File: src/rtl/pe_bitserial_mac.sv
// Bit-serial signed multiply-accumulate stage of the PE.
// Consumes one activation bit per cycle and hands the partial sum downstream over valid/ready.
module pe_bitserial_mac #(
    parameter int ACT_WIDTH = 16,
    parameter int WGT_WIDTH = 8,
    parameter int ACC_WIDTH = 24,
    parameter int CNT_WIDTH = 5
) (
    input  logic                 clk,
    input  logic                 rst,
    input  logic                 start,
    input  logic                 acc_clear,
    input  logic [ACT_WIDTH-1:0] act_in,
    input  logic [WGT_WIDTH-1:0] wgt_in,
    input  logic [CNT_WIDTH-1:0] n_bits,
    output logic                 busy,
    output logic [ACC_WIDTH-1:0] psum_out,
    output logic                 psum_valid,
    input  logic                 psum_ready
);

    typedef enum logic [1:0] {
        IDLE = 2'd0,
        RUN  = 2'd1,
        HOLD = 2'd2
    } state_t;

    state_t                 state_r, state_nxt_s;
    logic [ACC_WIDTH-1:0]   acc_r, acc_nxt_s;
    logic [ACT_WIDTH-1:0]   act_r, act_nxt_s;
    logic [ACC_WIDTH-1:0]   wgt_r, wgt_nxt_s;
    logic [CNT_WIDTH-1:0]   n_r, n_nxt_s;
    logic [CNT_WIDTH-1:0]   bit_r, bit_nxt_s;
    logic                   valid_r, valid_nxt_s;
    logic                   busy_r, busy_nxt_s;
    logic [ACC_WIDTH-1:0]   wgt_sh_s;
    logic                   last_s;

    // Zero or oversize precision requests fall back to the full activation width.
    function automatic logic [CNT_WIDTH-1:0] eff_n(input logic [CNT_WIDTH-1:0] n);
        if ((n == {CNT_WIDTH{1'b0}}) || (n > CNT_WIDTH'(ACT_WIDTH))) begin
            return CNT_WIDTH'(ACT_WIDTH);
        end else begin
            return n;
        end
    endfunction

    // Weight aligned to the current activation bit; bits shifted past the accumulator are dropped.
    always_comb begin
        wgt_sh_s = wgt_r << bit_r;
        last_s   = (bit_r == (n_r - CNT_WIDTH'(1)));
    end

    // Next-state and datapath update for the IDLE/RUN/HOLD sequencer.
    always_comb begin
        state_nxt_s = state_r;
        acc_nxt_s   = acc_r;
        act_nxt_s   = act_r;
        wgt_nxt_s   = wgt_r;
        n_nxt_s     = n_r;
        bit_nxt_s   = bit_r;
        case (state_r)
            IDLE: begin
                if (start) begin
                    act_nxt_s   = act_in;
                    wgt_nxt_s   = {{(ACC_WIDTH-WGT_WIDTH){wgt_in[WGT_WIDTH-1]}}, wgt_in};
                    n_nxt_s     = eff_n(n_bits);
                    bit_nxt_s   = {CNT_WIDTH{1'b0}};
                    state_nxt_s = RUN;
                    if (acc_clear) begin
                        acc_nxt_s = {ACC_WIDTH{1'b0}};
                    end else begin
                        acc_nxt_s = acc_r;
                    end
                end else begin
                    state_nxt_s = IDLE;
                end
            end
            RUN: begin
                // The top used bit is the two's-complement sign, so it subtracts.
                if (act_r[0]) begin
                    if (last_s) begin
                        acc_nxt_s = acc_r - wgt_sh_s;
                    end else begin
                        acc_nxt_s = acc_r + wgt_sh_s;
                    end
                end else begin
                    acc_nxt_s = acc_r;
                end
                act_nxt_s = act_r >> 1;
                bit_nxt_s = bit_r + CNT_WIDTH'(1);
                if (last_s) begin
                    state_nxt_s = HOLD;
                end else begin
                    state_nxt_s = RUN;
                end
            end
            HOLD: begin
                if (psum_ready) begin
                    state_nxt_s = IDLE;
                end else begin
                    state_nxt_s = HOLD;
                end
            end
            default: begin
                state_nxt_s = IDLE;
            end
        endcase
        valid_nxt_s = (state_nxt_s == HOLD);
        busy_nxt_s  = (state_nxt_s != IDLE);
    end

    // State, datapath and output registers.
    always_ff @(posedge clk or posedge rst) begin
        if (rst) begin
            state_r <= IDLE;
            acc_r   <= {ACC_WIDTH{1'b0}};
            act_r   <= {ACT_WIDTH{1'b0}};
            wgt_r   <= {ACC_WIDTH{1'b0}};
            n_r     <= {CNT_WIDTH{1'b0}};
            bit_r   <= {CNT_WIDTH{1'b0}};
            valid_r <= 1'b0;
            busy_r  <= 1'b0;
        end else begin
            state_r <= state_nxt_s;
            acc_r   <= acc_nxt_s;
            act_r   <= act_nxt_s;
            wgt_r   <= wgt_nxt_s;
            n_r     <= n_nxt_s;
            bit_r   <= bit_nxt_s;
            valid_r <= valid_nxt_s;
            busy_r  <= busy_nxt_s;
        end
    end

    assign psum_out   = acc_r;
    assign psum_valid = valid_r;
    assign busy       = busy_r;

endmodule

File: config.mk
export PLATFORM = sky130hd
export DESIGN_NAME = pe_bitserial_mac
export DESIGN_NICKNAME = d
export VERILOG_FILES = /design/src/rtl/pe_bitserial_mac.sv
export SDC_FILE = /design/constraint.sdc
export NUM_CORES = 1
export LEC_CHECK = 0
export ABC_AREA = 1
export CAP_MARGIN = 15
export CORE_MARGIN = 2
export CORE_UTILIZATION = 56
export DETAILED_ROUTE_END_ITERATION = 10
export HOLD_SLACK_MARGIN = 0.02
export PLACE_DENSITY = 0.83
export SKIP_CTS_REPAIR_TIMING = 1
export SLEW_MARGIN = 10
export SYNTH_ARGS = -nofsm -noshare
export SYNTH_HDL_FRONTEND = slang
export SYNTH_SLANG_ARGS = --single-unit
File: constraint.sdc
create_clock -name clk -period 5.6 [get_ports clk]
set_clock_uncertainty 0.2 [all_clocks]
set_input_delay 1.12 -clock clk [delete_from_list [all_inputs] [get_ports clk]]
set_output_delay 1.12 -clock clk [all_outputs]
set_load 0.02 [all_outputs]
==> flow_summary.toml, run 1 <==
[status]
outcome = "finished clean"

[global_route]
grt_usage = 0.274
grt_overflow = 0
grt_start_max_net_pins = 63
antenna_found_initial = 0
grt_pass1_vias = 4878
grt_first_pass_wirelength_um = 21900

[floorplan]
coreArea_um2 = 8720
num_rows = 34
die_y_um = 98.7
die_x_um = 98.7
die_area_um2 = 9730
io_pins = 60
start_util = 0.575

[clock_network]
clock_sinks = 62
cts_max_level = 3
clkSlewWorstSetupHoldPaths_ns = 0.08
clk_latency_ns = 0.35
cts_made_buffers = 9
cts_buffer_depth = 2
root_buffer = "clkbuf_8"
cts_tree = "done"

[drt]
drt-pass1-iter-count = 5
num_vias = 5058
wl_um = 12900
drcViolationCount = 0
vias_per_cell = 5.65
ant_nets = 0
wire_per_inst_um = 14.4
drt_iter0_drc = 186

[yosys]
syn_area_um2 = 5020
synth-seq-area-share = 0.309
yosysWarnings = 0
ys.flop_type = "dfrtp_1"
ys_ff_latch = 62
synth.distinct_cells = 41
syn-mean-instance-area_um2 = 6.85
syn_nets = 794
synth_cells = 732
synth-edff-count = 0
synthArstFlopShare = 1.00

[final_layout]
syn_to_final_growth_pct = 16.4
num_antenna_cells = 0
n_fill_cell = 771
layout_common_cells = "nand2_1 (233), inv_1 (66), nand3_1 (62), dfrtp_1 (62), clkdlybuf4s50_1 (59)"
final_common_cell = "nand2_1"
drive_above_1_share = 0.0686
layoutNonFillerInstCount = 895
nNetsFinal = 844

[placement]
dp_cells = 878
gp_congestion = 0.977
dp_hpwl_um = 10000
dpl_worst_slack_ns = 1.17
port_buffers = 59

[hold_path]
hold_depth = 2
hp-class = "flop to flop"
whs_endpoint = "act_r[3]$_DFFE_PP0P_"
min-delay-start = "act_r[3]$_DFFE_PP0P_"

[job]
max-cap-violations = 0

[setup_path]
cpMostUsedCell = "nand2_1"
r2r_end = "psum_out[17]$_DFFE_PP0P_"
crit_type = "flop to flop"
critPathSlowestCell = "dfrtp_1"
reg2reg_slack_ns = 1.12
r2r_cells = 25
required_ns = 5.64
cp-end-kind = "flop"
cp.arrival_ns = 4.52
slowest_delay_ns = 0.54
reg2reg_from = "bit_r[0]$_DFFE_PP0P_"
start_kind = "flop"
cp_max_fo = 15

[timing]
final_hold_viol_count = 0
fin_crit_ns = 4.48
worst_pin_slew_ns = 0.765
fmax_ghz = 0.223
rsz0062_at_grt = "false"
setup_viol = 0
period_share = 0.800
tns_ns = 0
drv_slew = 0
relSlewSlack = 0.490
worst_slack_ns = 1.12
-- worst max-delay path, delay by kind of cell, from the launching register on --
| family | cells | cell delay, ns |
|---|---|---|
| compound gates | 6 | 0.95 |
| flops | 1 | 0.54 |
| buf+inv | 4 | 0.47 |
| fa+ha+maj | 2 | 0.54 |
| xor+xnor | 1 | 0.15 |
| simple gates | 12 | 1.53 |
-- cell type report --
cell class                 instances  area, µm²  share of cell area
clock buffer                       9        124              0.0212
clock inverter                     7       50.0             0.00857
inverter                          69        259              0.0443
multi-input combinational        575       3080               0.528
sequential                        62       1550               0.266
tap                              108        135              0.0231
timing repair buffer              65        639               0.109
-- routing by layer --
layer	vias to the layer above	track usage	wire length (µm)
li1	2510	-	-
met1	2340	0.335	5500
met2	159	0.478	6270
met3	49	0.0376	530
met4	0	0.128	575
met5	-	0	0
-- how the worst max path moves through the flow --
stage / start / to / depth (start not counted)
5_1_grt: bit_r[0]$_DFFE_PP0P_ / psum_out[17]$_DFFE_PP0P_ / 25
2_1_floorplan: bit_r[0]$_DFFE_PP0P_ / psum_out[17]$_DFFE_PP0P_ / 26
3_5_place_dp: bit_r[0]$_DFFE_PP0P_ / psum_out[17]$_DFFE_PP0P_ / 25
3_3_place_gp: bit_r[0]$_DFFE_PP0P_ / psum_out[19]$_DFFE_PP0P_ / 25
4_1_cts: bit_r[0]$_DFFE_PP0P_ / psum_out[17]$_DFFE_PP0P_ / 25
6_report: bit_r[0]$_DFFE_PP0P_ / psum_out[17]$_DFFE_PP0P_ / 25
-- logic make-up after synthesis --
kind of cell | count (synthesis) | synth area share
AO/OA/AOI/OAI | 139 | 0.157
XOR/XNOR | 36 | 0.0628
adder cells (fa/ha/maj) | 28 | 0.0713
buffers and inverters | 95 | 0.0771
flip-flops | 62 | 0.309
AND/OR/NAND/NOR | 372 | 0.322
-- through the flow --
step	area, µm²	hold WS, ns	utilization
after floorplan	5020	0.249	-
after detailed placement	5660	0.266	0.649
after global placement	5660	0.263	0.649
final	5840	0.288	0.670
after CTS	5830	0.287	0.669
after global routing	5840	0.316	0.670
-- cell usage after synthesis (all sizes together), types with 2 or more instances --
master    n  area [µm²]
nand3    72         410
clkbuf   15        56.3
a211oi    3        22.5
nor3      4        20.0
a21boi    2        15.0
nand4     4        25.0
or2       3        18.8
nand2   244         943
o31ai     7        52.6
inv      69         259
and2      2        13.8
nor2     40         165
dfrtp    62        1550
a22oi    11        82.6
o21ai    59         299
ha       27         338
o22ai     6        37.5
xor2     24         210
o21a      2        15.0
o211ai    3        22.5
a21oi    42         210
buf      11        71.3
o21bai    2        15.0
xnor2    12         105
-- registers in the layout (all words and copies together) (netlist names) --
signal and count:
act_r 16, bit_r 5, busy 1, n_r 5
psum_out 24, psum_valid 1, state_r 2, wgt_r 8
Power of run 1 is left out: the tool's default activity adds up to more than one toggle a clock period on the data nets, which glitch-free logic cannot reach.
==> inputs of run 2 (changes only) <==
==> constraint.sdc (replaced) <==
create_clock -name clk -period 4.5 [get_ports clk]
set_clock_uncertainty 0.2 [all_clocks]
set_input_delay 0.9 -clock clk [delete_from_list [all_inputs] [get_ports clk]]
set_output_delay 0.9 -clock clk [all_outputs]
set_load 0.02 [all_outputs]
==> run 2 against run 1 <==
Effect of this change: sequential cell count stayed put; first-iteration DRC count rose by 45%; core utilization is 1.1 points higher; die area did not move; critical endpoint is now psum_out[20]$_DFFE_PP0P_; largest cell class unchanged.
==> flow_summary.toml, run 2 (synthesis results as in run 1) <==
[global_route]
grt_usage = 0.277
grt_start_max_net_pins = 63
grt_first_pass_wirelength_um = 22300
grt_overflow = 0
antenna_found_initial = 0
grt_pass1_vias = 4956

[timing]
tns_ns = 0
drv_slew = 0
rsz0062_at_grt = "false"
fin_crit_ns = 4.08
fmax_ghz = 0.245
setup_viol = 0
worst_pin_slew_ns = 0.761
relSlewSlack = 0.492
final_hold_viol_count = 0
period_share = 0.907

[clock_network]
clock_sinks = 62
cts_max_level = 3
root_buffer = "clkbuf_8"
cts_made_buffers = 9
cts_buffer_depth = 2
clk_latency_ns = 0.36
cts_tree = "done"
clkSlewWorstSetupHoldPaths_ns = 0.09

[setup_path]
start_kind = "flop"
reg2reg_slack_ns = 0.42
required_ns = 4.55
crit_type = "flop to flop"
cp-end-kind = "flop"
r2r_cells = 22
cp_max_fo = 10
cp.arrival_ns = 4.13

[floorplan]
die_area_um2 = 9730
coreArea_um2 = 8720
die_x_um = 98.7
io_pins = 60
die_y_um = 98.7
num_rows = 34
start_util = 0.575

[drt]
wire_per_inst_um = 14.5
drcViolationCount = 0
drt-pass1-iter-count = 5
wl_um = 13100
ant_nets = 0
drt_iter0_drc = 269
vias_per_cell = 5.64
num_vias = 5107

[status]
outcome = "finished clean"

[hold_path]
hold_depth = 2
hp-class = "flop to flop"

[final_layout]
layout_common_cells = "nand2_1 (232), inv_1 (64), nand3_1 (62)"
final_common_cell = "nand2_1"
num_antenna_cells = 0
fin_util = 0.681
drive_above_1_share = 0.0878
largest_register_ffs = 24
nNetsFinal = 854
syn_to_final_growth_pct = 18.4

[placement]
dp_hpwl_um = 10000
gp_congestion = 0.953
port_buffers = 59

[job]
max-cap-violations = 0
==> run 2: metrics by stage <==
stage / setup WS, ns / cells / hold WS [ns] / cell area, µm²
2_1_floorplan: 0.928 / 732 / 0.249 / 5020
3_3_place_gp: 0.453 / 887 / 0.264 / 5720
3_5_place_dp: 0.308 / 887 / 0.269 / 5720
4_1_cts: 0.305 / 903 / 0.289 / 5900
5_1_grt: 0.0137 / 905 / 0.311 / 5940
6_report: 0.420 / 905 / 0.285 / 5940
==> run 2: per-layer routing <==
metal	GRT usage	routed length, µm	vias up
li1	-	-	2529
met1	0.336	5580	2378
met2	0.493	6530	159
met3	0.0348	563	41
met4	0.121	448	0
met5	0	0	-
==> run 2: worst paths after layout <==
| kind | startpoint | end |
|---|---|---|
| worst max-delay path | n_r[0]$_DFFE_PP0P_ | psum_out[20]$_DFFE_PP0P_ |
| min in group asynchronous | rst | psum_out[21]$_DFFE_PP0P_ |
| worst min-delay path | act_r[5]$_DFFE_PP0P_ | act_r[5]$_DFFE_PP0P_ |
| max in group asynchronous | rst | bit_r[0]$_DFFE_PP0P_ |
| worst min register to register | act_r[5]$_DFFE_PP0P_ | act_r[5]$_DFFE_PP0P_ |
| worst max register to register | n_r[0]$_DFFE_PP0P_ | psum_out[20]$_DFFE_PP0P_ |
==> run 2: final cells by class <==
cell class / count / area (µm²)
Clock buffer: 9 / 124
Clock inverter: 7 / 56.3
Fill cell: 757 / 2780
Inverter: 69 / 269
Multi-Input combinational cell: 575 / 3090
Sequential cell: 62 / 1550
Tap cell: 108 / 135
Timing Repair Buffer: 75 / 711
==> run 2: worst max-delay path: stages (launching register included) <==
cell and delay, ns:
dfrtp_1 0.38, inv_1 0.09, ha_1 0.31, or2_1 0.13, nand4_1 0.10, a211oi_1 0.26
nand2_2 0.17, buf_4 0.21, nand2_2 0.12, o21ai_0 0.11, xor2_1 0.19, ha_1 0.39
nand2_1 0.09, nor2_1 0.17, inv_1 0.08, nor2_1 0.15, nand2_1 0.07, o211ai_1 0.31
nand3_1 0.11, nand3_1 0.10, a21oi_1 0.06, o21ai_0 0.10, nand2_1 0.06
Power of run 2 is left out for the same reason.
